File: config.mk
export PLATFORM = sky130hd
export DESIGN_NAME = cmul_booth_seq
export DESIGN_NICKNAME = d
export VERILOG_FILES = /design/src/rtl/cmul_booth_seq.sv
export SDC_FILE = /design/constraint.sdc
export NUM_CORES = 1
export LEC_CHECK = 0
export BUFFER_PORTS_ARGS = -buffer_cell sky130_fd_sc_hd__buf_4
export CORE_AREA = 3 3 136 138
export CTS_CLUSTER_SIZE = 24
export DETAILED_ROUTE_END_ITERATION = 10
export DIE_AREA = 0 0 139 141
export PLACE_DENSITY_LB_ADDON = 0.25
export SYNTH_ARGS = -nofsm -noshare
export SYNTH_HDL_FRONTEND = slang
export SYNTH_SLANG_ARGS = --single-unit
File: constraint.sdc
create_clock -name Clk -period 4 [get_ports Clk]
set_clock_uncertainty 0.2 [all_clocks]
set_input_delay 0.8 -clock Clk [delete_from_list [all_inputs] [get_ports Clk]]
set_output_delay 0.8 -clock Clk [all_outputs]
set_load 0.1 [all_outputs]
File: src/rtl/cmul_booth_seq.sv
// ============================================================================
// cmul_booth_seq: complex multiplier controller, four real products through one
// external sequential multiplier. Optional rounding: CMUL_ROUND_EN. Rev 1.0
// ============================================================================
`default_nettype none

module cmul_booth_seq #(
  parameter int N       = 16,
  parameter int SHIFT   = 15,
  parameter int TIMEOUT = 31
) (
  input  logic         Clk,
  input  logic         Rst,
  input  logic         in_valid,
  output logic         in_ready,
  input  logic [N-1:0] in_re,
  input  logic [N-1:0] in_im,
  input  logic [N-1:0] tw_re,
  input  logic [N-1:0] tw_im,
  output logic         out_valid,
  input  logic         out_ready,
  output logic [N-1:0] out_re,
  output logic [N-1:0] out_im,
  output logic         sat,
  output logic         err,
  output logic         mul_ld,
  output logic [N-1:0] mul_m,
  output logic [N-1:0] mul_r,
  input  logic         mul_valid,
  input  logic [2*N-1:0] mul_p
);

  typedef enum logic [1:0] {
    S_IDLE  = 2'd0,
    S_ISSUE = 2'd1,
    S_WAIT  = 2'd2,
    S_DONE  = 2'd3
  } state_t;

  localparam logic signed [2*N+1:0] SAT_MAX = {{(N+3){1'b0}}, {(N-1){1'b1}}};
  localparam logic signed [2*N+1:0] SAT_MIN = {{(N+3){1'b1}}, {(N-1){1'b0}}};
`ifdef CMUL_ROUND_EN
  localparam logic signed [2*N+1:0] RND = {{(2*N+1){1'b0}}, 1'b1} << (SHIFT-1);
`else
  localparam logic signed [2*N+1:0] RND = '0;
`endif

  state_t state, state_nxt;
  logic [1:0] k;
  logic [7:0] cnt;
  logic [N-1:0] op_in_re, op_in_im, op_tw_re, op_tw_im;
  logic signed [2*N:0] acc_re, acc_im;
  logic signed [2*N:0] p_ext;
  logic accept, timeout;
  logic [N:0] res_re, res_im;

  // Returns {clipped, value}: optional rounding, arithmetic shift, saturate to N bits.
  function automatic logic [N:0] sat_shift(input logic signed [2*N:0] a);
    logic signed [2*N+1:0] t;
    t = ($signed({a[2*N], a}) + RND) >>> SHIFT;
    if (t > SAT_MAX)
      sat_shift = {1'b1, SAT_MAX[N-1:0]};
    else if (t < SAT_MIN)
      sat_shift = {1'b1, SAT_MIN[N-1:0]};
    else
      sat_shift = {1'b0, t[N-1:0]};
  endfunction

  assign accept = in_valid && (state == S_IDLE);
  assign p_ext  = $signed({mul_p[2*N-1], mul_p});

  always_ff @(posedge Clk) begin
    if (Rst)
      state <= S_IDLE;
    else
      state <= state_nxt;
  end

  always_comb begin
    state_nxt = state;
    mul_ld    = 1'b0;
    out_valid = 1'b0;
    in_ready  = 1'b0;
    timeout   = 1'b0;
    case (state)
      S_IDLE: begin
        in_ready = 1'b1;
        if (in_valid)
          state_nxt = S_ISSUE;
      end
      S_ISSUE: begin
        mul_ld    = 1'b1;
        state_nxt = S_WAIT;
      end
      S_WAIT: begin
        if (mul_valid)
          state_nxt = (k == 2'd3) ? S_DONE : S_ISSUE;
        else if (cnt == 8'(TIMEOUT - 1)) begin
          timeout   = 1'b1;
          state_nxt = S_IDLE;
        end
      end
      S_DONE: begin
        out_valid = 1'b1;
        if (out_ready)
          state_nxt = S_IDLE;
      end
      default: state_nxt = S_IDLE;
    endcase
  end

  // Operand pair is a pure function of k, so it stays put from Ld until Valid.
  always_comb begin
    mul_m = op_in_re;
    mul_r = op_tw_re;
    case (k)
      2'd1: begin mul_m = op_in_im; mul_r = op_tw_im; end
      2'd2: begin mul_m = op_in_re; mul_r = op_tw_im; end
      2'd3: begin mul_m = op_in_im; mul_r = op_tw_re; end
      default: ;
    endcase
  end

  always_ff @(posedge Clk) begin
    if (Rst) begin
      k        <= 2'd0;
      cnt      <= 8'd0;
      err      <= 1'b0;
      op_in_re <= '0;
      op_in_im <= '0;
      op_tw_re <= '0;
      op_tw_im <= '0;
      acc_re   <= '0;
      acc_im   <= '0;
    end else begin
      if (accept) begin
        op_in_re <= in_re;
        op_in_im <= in_im;
        op_tw_re <= tw_re;
        op_tw_im <= tw_im;
        k        <= 2'd0;
        err      <= 1'b0;
      end
      if (state == S_ISSUE)
        cnt <= 8'd0;
      else if (state == S_WAIT)
        cnt <= cnt + 8'd1;
      if (timeout) begin
        err    <= 1'b1;
        acc_re <= '0;
        acc_im <= '0;
      end else if ((state == S_WAIT) && mul_valid) begin
        k <= k + 2'd1;
        case (k)
          2'd0:    acc_re <= p_ext;
          2'd1:    acc_re <= acc_re - p_ext;
          2'd2:    acc_im <= p_ext;
          default: acc_im <= acc_im + p_ext;
        endcase
      end
    end
  end

  assign res_re = sat_shift(acc_re);
  assign res_im = sat_shift(acc_im);
  assign out_re = res_re[N-1:0];
  assign out_im = res_im[N-1:0];
  assign sat    = out_valid && (res_re[N] || res_im[N]);

endmodule

`default_nettype wire
======== After elaboration in Yosys (flattened, before gate mapping) ========
Cells that the tools add are included.
operators by class
  add/subtract/negate cells ............... 4
  order comparisons ....................... 4
  eq/ne operators ......................... 10
  muxes and demuxes ....................... 25
  bitwise logic cells ..................... 1
  reduce and logical (&&, ||, !) cells .... 16
operator list
  cell                  number
  $pmux 33 s2           2
  $mux 17               4
  $gt 18x16->1 const B  2
  $lt 18x16->1 const B  2
  $add 33x32->33        1
  $sub 33x32->33        1
  $mux 16               2
  $mux 2                8
  $reduce_or 2->1       5
  $add 8x1->8 const B   1
  $eq 2x2->1 const B    4
  $eq 8x5->1 const B    1
  $mux 1                8
  $pmux 2 s4            1
  $eq 2x1->1 const B    2
  $logic_not 2->1       2
  $ne 2x2->1 const B    2
  $reduce_and 2->1      2
  $reduce_bool 2->1     2
  $logic_and 1x1->1     3
  $ne 3x3->1 const B    1
  $reduce_and 3->1      1
  $add 2x1->2 const B   1
  $logic_or 1x1->1      1
  $not 1->1             1
word-level totals
  flip-flop bits (word level) ............. 143
  output and inout port bits .............. 69
  word-level logic and storage cells ...... 70

======== Depth between registers and ports, before layout ========
Gate-level depths: netlist of run 1.
  depth after elaboration ................. 5
  gate-level depth with buffers ........... 14
  mapped depth without buffers ............ 14

======== Worst setup path after synthesis of run 1 ========
No wires, ideal clock.
  kind .................................... input-to-reg
  from .................................... input port mul_p[0]
  to ...................................... register acc_im[32]
  setup time .............................. 0.074 ns
  data arrival time ....................... 3.245 ns
  data required time ...................... 3.726 ns
  slack ................................... 0.481 ns
  stages on the path ...................... 13
  cells stage by stage .................... ha_1 -> fa_1 -> a21oi_1 -> nor2_1 -> o21ai_1 -> nand2_1 -> a21o_1 -> a21boi_4 -> o221ai_2 -> a2111oi_2 -> nor2_1 -> mux2_4 -> a31oi_1
on the way
  cells in the longest elaborated chain, start to end .. 2
RTL lines
  item                  line  source
  start, declared       30    input logic [2*N-1:0] mul_p
  $add 33x32->33        158   default: acc_im <= acc_im + p_ext;
  $pmux 33 s2           154   case (k)
  end signal, assigned  157   2'd2: acc_im <= p_ext;
  end signal, assigned  158
  end, declared         52    logic signed [2*N:0] acc_re, acc_im;
Every way passes these cells.
A chain may end at the register's enable or synchronous reset.

======== Worst setup path after layout of run 1 ========
  from .................................... input port mul_p[0]
  to ...................................... register acc_re[32]
on the way
  cells in the longest elaborated chain, start to end .. 2
RTL lines
  item                  line  source
  $sub 33x32->33        156   2'd1: acc_re <= acc_re - p_ext;
  $pmux 33 s2           154
  end signal, assigned  155   2'd0: acc_re <= p_ext;
  end signal, assigned  156
  end, declared         52
Every way passes these cells.

==> results.txt, run 1 <==
----------------------------------------------------
[Synth]
  Biggest area contributors in the synthesized netlist ... dfxtp_1, ha_1, nand2_1
  Top cell type's share of synthesized area ... 0.300
  Netlist cell types ... 61
  Async set-or-reset flop fraction in the synthesized netlist ... 0
  Post-synth top area cell ... dfxtp_1
  Warning count from the yosys run ... 0
  Synth Net Count ... 1,443
  Post-Synthesis Cell Area ... 9550 sq um
  Gate count after technology mapping ... 1,270
  Count of flip-flops with a built-in enable after synthesis ... 0
  Commonest register cell after synthesis ... dfxtp_1
  Fraction of the yosys area taken by sequential cells ... 0.300
  Synthesis-stage register bit count ... 143
  Avg Synthesized Cell Area ... 7.52 sq um

[Clock network]
  CTS sink count ... 143
  Number of instances resized during post-cts repair ... 0
  Num CTS Buffers ... 17
  Cell at the root of the clock tree ... clkbuf_16
  Setup bufs post-CTS ... 0
  Clk slew on worst S/H paths ... 0.07 ns
  H-tree Lvls ... 4
  Clk Latency, worst-skew pair ... 0.43 ns
  Buffer depth of the longest clock path ... 2
  Number of hold buffers added after cts ... 0
  TritonCTS clock tree ... yes

[STA]
  Max Slew Vio Count ... 0
  Transition time at the pin with the least slew margin ... 1.21 ns
  Fmax ... 287 MHz
  RSZ-0062 raised after global routing ... no
  Shortest clock period the worst path allows after layout ... 3.49 ns
  Fraction of the cycle the final worst path needs ... 0.871
  Relative slew margins ... 0.192
  Final setup violation count ... 0
  Setup Total Neg Slack ... 0 ns
  Hold violation total from the final report ... 0

[Drt]
  ANT nets after route ... 0
  Final Routed Wirelength ... 25.8 mm
  Violation count after the first detailed-route iteration ... 733
  Via count ... 9,265
  DR DRC count ... 0
  Vias per cell ... 5.66
  Router iterations before antenna repair ... 6
  Detailed-route wire length per cell ... 15.7 um

[Setup path]
  Arrival time at the worst endpoint ... 3.58 ns
  Endpoint type of the worst setup path ... flop
  Depth of the worst register-to-register path ... 14
  Worst setup slack for register-to-register paths ... 0.68 ns
  Capturing point of the worst reg2reg path ... acc_re[32]
  Critical Path Start Type ... input port
  WP data required ... 4.09 ns
  Crit Path Class ... in -> reg
  Worst-path fanout max ... 5
  Beginning of the worst register-to-register path ... acc_re[0]

[Cells and area]
  Post-Layout Inst Area ... 11,500 sq um
  Share of post-route cells with drive strength above 1 ... 0.189
  Nets ... 1,571
  Utilization after layout ... 0.667
  Area added between synthesis and finish ... 20.8%
  Diodes inserted ... 0

[Power]
  Clock share of power ... 0.384
  Switching power total ... 1.49 mW
  Switching share of total power ... 0.355
  Cell area power density ... 364 nW/um^2
  Pint ... 2.71 mW
  Sequential power share ... 0.365
  Power share of the combinational group ... 0.251
  Total power draw ... 4.20 mW
  Leak Pwr ... 5.17 nW
  VDD IR max ... 0.301 mV

[Global routing]
  All-layer global routing usage ... 0.258
  Total congestion overflow ... 0
  Vias in the first global route ... 8,553
  Pin count of the biggest net entering global routing ... 72
  First-pass GRT wire length ... 42.4 mm
  Number of antenna violations at the first check in global routing ... 0

[Die]
  Core ar. ... 17,300 sq um
  Starting density of the core ... 0.552
  Die width ... 139 um
  Rows ... 48
  I/O Pins ... 170
  Die area ... 19,600 sq um
  Chip height ... 141 um

[Placed design]
  Buffers on Ports ... 169
  Detailed-placement wirelength estimate ... 18.5 mm
  Final GP Congestion ... 0.902
  Instance area at placement ... 11,000 sq um

[Flow run]
  Number of max-cap violations ... 0

[Hold path]
  Number of cells traversed by the worst hold path ... 2
  Hold worst-path end ... op_tw_re[14]
  Path class of the lowest-slack min-delay path ... reg -> reg
  Worst min-delay path startpoint ... op_tw_re[14]

[Outcome]
  Outcome ... complete, no violations

----------------------------------------------------
layer usage:
| metal | vias up | GRT usage | part of all wire |
|---|---|---|---|
| met3 | 34 | 0.0434 | 0.069 |
| met5 | - | 0 | 0 |
| li1 | 4682 | - | - |
| met1 | 4259 | 0.366 | 0.46 |
| met2 | 290 | 0.404 | 0.45 |
| met4 | 0 | 0.0783 | 0.017 |
stage by stage:
step | hold slack [ns] | setup WS (ns) | cells
2_1_floorplan | 0.233 | 0.481 | 1270
3_3_place_gp | 0.239 | 0.137 | 1604
3_5_place_dp | 0.244 | 0.0979 | 1604
4_1_cts | 0.253 | 0.539 | 1636
5_1_grt | 0.270 | 0.304 | 1636
6_report | 0.252 | 0.515 | 1636
cell type report:
class / count / area [sq um]
flip-flops and latches: 143 / 2860
clock buffers: 17 / 425
clock inverters: 15 / 168
multi-input cells: 997 / 6220
fillers: 1538 / 5750
inverters: 56 / 210
well taps: 225 / 282
repair buffers: 183 / 1370
how the worst max path moves through the flow:
stage,startpoint,to,slack [ns],depth (start not counted)
6_report,mul_p[0],acc_re[32],0.51,14
5_1_grt,mul_p[0],acc_im[32],0.30,14
4_1_cts,mul_p[0],acc_im[32],0.54,14
3_5_place_dp,mul_p[0],acc_im[32],0.1,14
3_3_place_gp,mul_p[0],acc_im[32],0.14,14
2_1_floorplan,mul_p[0],acc_im[32],0.48,13
worst max-delay path, cell delays in order:
cell,delay [ns]
buf_4,0.13
ha_1,0.23
fa_1,0.40
nand2b_1,0.18
a21oi_1,0.22
o21a_1,0.18
o21ai_2,0.10
o31ai_1,0.36
a221oi_2,0.12
a21oi_1,0.21
o211a_1,0.23
nand4b_1,0.13
o2111a_1,0.20
a31oi_1,0.08
cells by family after synthesis:
group           Yosys count  synth area share
simple gates            451             0.203
flops                   143             0.300
mux                      55            0.0623
buf+inv                 130            0.0512
xor+xnor                 61            0.0559
fa+ha+maj                72            0.0959
compound gates          358             0.232
synthesized netlist by cell type, types with 2 or more instances:
cell type  count
o311ai_0       2
o2111a_1       2
xnor2_1       40
fa_1           2
clkbuf_1      71
nand2_1      191
dfxtp_1      143
o211a_1        4
nor2b_1       13
nor3_1        13
mux2_2        32
inv_1         56
nor2_1       155
or2_2          5
o21ai_0       63
o21a_1        12
a311oi_1       3
nand4b_1       2
a21boi_1       2
ha_1          70
o211ai_1      27
or3_1          7
a21o_1        23
a21oi_1      143
xor2_1        21
a31oi_1       10
a41o_1         3
nand3_1       14
a221oi_1       2
o22ai_1        3
nand2b_1      14
a21oi_2        2
a211oi_1      29
o21bai_1       7
buf_1          2
and3_1        12
and2_1         4
nand4_1       13
nor4_1         2
or4_1          2
mux2i_1       22
o21ai_1        8
power by group through the flow:
stage | Combinational (mW) | Clock, mW | Sequential (mW)
floorplan | 0.781 | 0 | 1.55
global route | 1.13 | 1.70 | 1.54
global placement | 1.03 | 0 | 1.56
CTS | 1.05 | 1.64 | 1.53
finish | 1.05 | 1.61 | 1.53
detailed placement | 1.05 | 0 | 1.56
state kept, by name (all words and copies together), names as in the netlist:
| register | flops |
|---|---|
| acc_im | 33 |
| op_tw_im | 16 |
| op_tw_re | 16 |
| op_in_im | 16 |
| k | 2 |
| state | 2 |
| err | 1 |
| cnt | 8 |
| op_in_re | 16 |
| acc_re | 33 |
cell usage in the layout, fill, tap and decap left out, drive strengths merged, types with 17 or more instances in the layout:
cell type and n:
xnor2 40, nand2 191, clkbuf 17, a211oi 29, mux2i 22, o211ai 27
xor2 21, mux2 33, dfxtp 143, buf 183, inv 67, a21oi 145
ha 70, o21ai 72, nor2 155, a21o 23
Note: power is estimated with default switching activity, not from simulation.
==> run 2: changes to the inputs <==
Settings changed: CORE_AREA 3 3 136 138 to 3 3 191 100, DIE_AREA 0 0 139 141 to 0 0 194 103.
==> run 2 against run 1 <==
Sequential share of layout area barely moved. Global-route usage rose by 0.051 points. Via count rose by 1.9%. Critical endpoint unchanged. Largest power group unchanged.
==> results.txt, run 2 (synthesis results as in run 1) <==
----------------------------------------------------
[Outcome]
  Outcome ... complete, no violations

[Setup path]
  Depth of the worst register-to-register path ... 14
  Worst setup slack for register-to-register paths ... 0.56 ns
  Arrival time at the worst endpoint ... 3.68 ns
  Capturing point of the worst reg2reg path ... acc_re[32]
  Critical Path Start Type ... input port
  Cells along the critical path ... buf_4, ha_1, fa_1, nand2b_1, a21oi_1, o21a_1, o21ai_2, o31ai_1, a221oi_2, a21oi_1, o211a_1, nand4b_1, o2111a_1, a31oi_1
  Crit Path Class ... in -> reg
  Most used cell, CP ... a21oi_1
  Critical Path Max Stage Delay ... 0.45 ns
  Worst-path fanout max ... 5
  Cell type of the slowest stage on the worst timing path ... o31ai_1
  WP data required ... 4.08 ns
  Endpoint type of the worst setup path ... flop
  Beginning of the worst register-to-register path ... acc_re[0]

[Clock network]
  Num CTS Buffers ... 17
  CTS sink count ... 143
  TritonCTS clock tree ... yes
  Clk slew on worst S/H paths ... 0.07 ns
  Cell at the root of the clock tree ... clkbuf_16
  Setup bufs post-CTS ... 0
  H-tree Lvls ... 4
  Buffer depth of the longest clock path ... 2
  Number of instances resized during post-cts repair ... 0
  Number of hold buffers added after cts ... 0
  Clk Latency, worst-skew pair ... 0.43 ns

[Die]
  I/O Pins ... 170
  Die area ... 20,000 sq um
  Chip height ... 103 um
  Core ar. ... 17,400 sq um
  Die width ... 194 um
  Rows ... 34
  Starting density of the core ... 0.550

[Cells and area]
  Utilization after layout ... 0.666
  Share of post-route cells with drive strength above 1 ... 0.189
  Diodes inserted ... 0
  Most frequent standard cell in the layout excluding fill and tap cells ... nand2_1
  Nets ... 1,571
  Commonest cells after routing, fill and taps aside ... nand2_1, buf_4, nor2_1, a21oi_1, dfxtp_1
  Fillers ... 1,476
  Area added between synthesis and finish ... 20.9%
  Post-Layout Inst Area ... 11,600 sq um
  Biggest registers after layout ... acc_im x33, acc_re x33
  Multi-input logic area ... 6220 sq um
  Sequential cell area in the final layout ... 2860 sq um

[Global routing]
  Pin count of the biggest net entering global routing ... 66
  First-pass GRT wire length ... 42.6 mm
  Vias in the first global route ... 8,871
  Number of antenna violations at the first check in global routing ... 0
  Total congestion overflow ... 0
  All-layer global routing usage ... 0.258

[Drt]
  Via count ... 9,440
  Router iterations before antenna repair ... 5
  Violation count after the first detailed-route iteration ... 450
  DR DRC count ... 0
  Vias per cell ... 5.74
  Detailed-route wire length per cell ... 15.8 um
  Final Routed Wirelength ... 25.9 mm
  ANT nets after route ... 0

[Hold path]
  Worst min-delay path startpoint ... op_tw_im[14]
  Hold worst-path end ... op_tw_im[14]
  Number of cells traversed by the worst hold path ... 2
  Path class of the lowest-slack min-delay path ... reg -> reg

[STA]
  Final setup violation count ... 0
  Transition time at the pin with the least slew margin ... 1.14 ns
  Setup Total Neg Slack ... 0 ns
  Fmax ... 277 MHz
  Max Slew Vio Count ... 0
  Shortest clock period the worst path allows after layout ... 3.60 ns
  Relative slew margins ... 0.237
  RSZ-0062 raised after global routing ... no
  Hold violation total from the final report ... 0
  Worst hold slack ... 0.253 ns
  Fraction of the cycle the final worst path needs ... 0.901

[Power]
  VDD IR max ... 0.297 mV
  Total power draw ... 4.20 mW
  Leak Pwr ... 5.17 nW
  Cell area power density ... 363 nW/um^2

[Flow run]
  Number of max-cap violations ... 0

[Placed design]
  Detailed-placement wirelength estimate ... 18.9 mm
  Buffers on Ports ... 169
  Instance area at placement ... 11,000 sq um
  Final GP Congestion ... 0.922

----------------------------------------------------
## run 2: how the worst max path moves through the flow
| stage | slack, ns | end | from | cells past startpoint |
|---|---|---|---|---|
| 2_1_floorplan | 0.48 | acc_im[32] | mul_p[0] | 13 |
| 3_3_place_gp | 0.11 | acc_re[32] | mul_p[0] | 14 |
| 3_5_place_dp | 0.05 | acc_re[32] | mul_p[0] | 14 |
| 4_1_cts | 0.44 | acc_re[32] | mul_p[0] | 14 |
| 5_1_grt | 0.19 | acc_re[32] | mul_p[0] | 14 |
| 6_report | 0.40 | acc_re[32] | mul_p[0] | 14 |
## run 2: metal layers
layer	vias to the layer above	part of all wire	track usage	routed length, um
met5	-	0	0	0
met4	0	0.019	0.0678	486
met3	44	0.072	0.0722	1880
met2	284	0.48	0.461	12500
met1	4438	0.43	0.313	11100
li1	4674	-	-	-
## run 2: layout make-up
class	instances	area share
clock buffers	18	0.0371
repair buffers	183	0.119
flip-flops and latches	143	0.248
clock inverters	14	0.0141
inverters	56	0.0182
well taps	234	0.0253
multi-input cells	997	0.539
## run 2: critical path: cells and delay by family
family                   cells  cell delay, ns
buffers and inverters        1            0.12
AND/OR/NAND/NOR              2            0.30
adder cells (fa/ha/maj)      2            0.61
AO/OA/AOI/OAI                9            1.83
## run 2: metrics by stage
stage / instances / setup WS (ns)
floorplan: 1270 / 0.481
global placement: 1613 / 0.113
detailed placement: 1613 / 0.0509
CTS: 1645 / 0.437
global route: 1645 / 0.186
finish: 1645 / 0.396
## run 2: power breakdown
group          internal, mW  total (mW)  switching, mW  leakage, nW
Clock                 0.893        1.62          0.729        0.289
Combinational         0.324        1.04          0.718         3.72
Sequential             1.49        1.53         0.0411         1.16
Total                  2.71        4.20           1.49         5.17
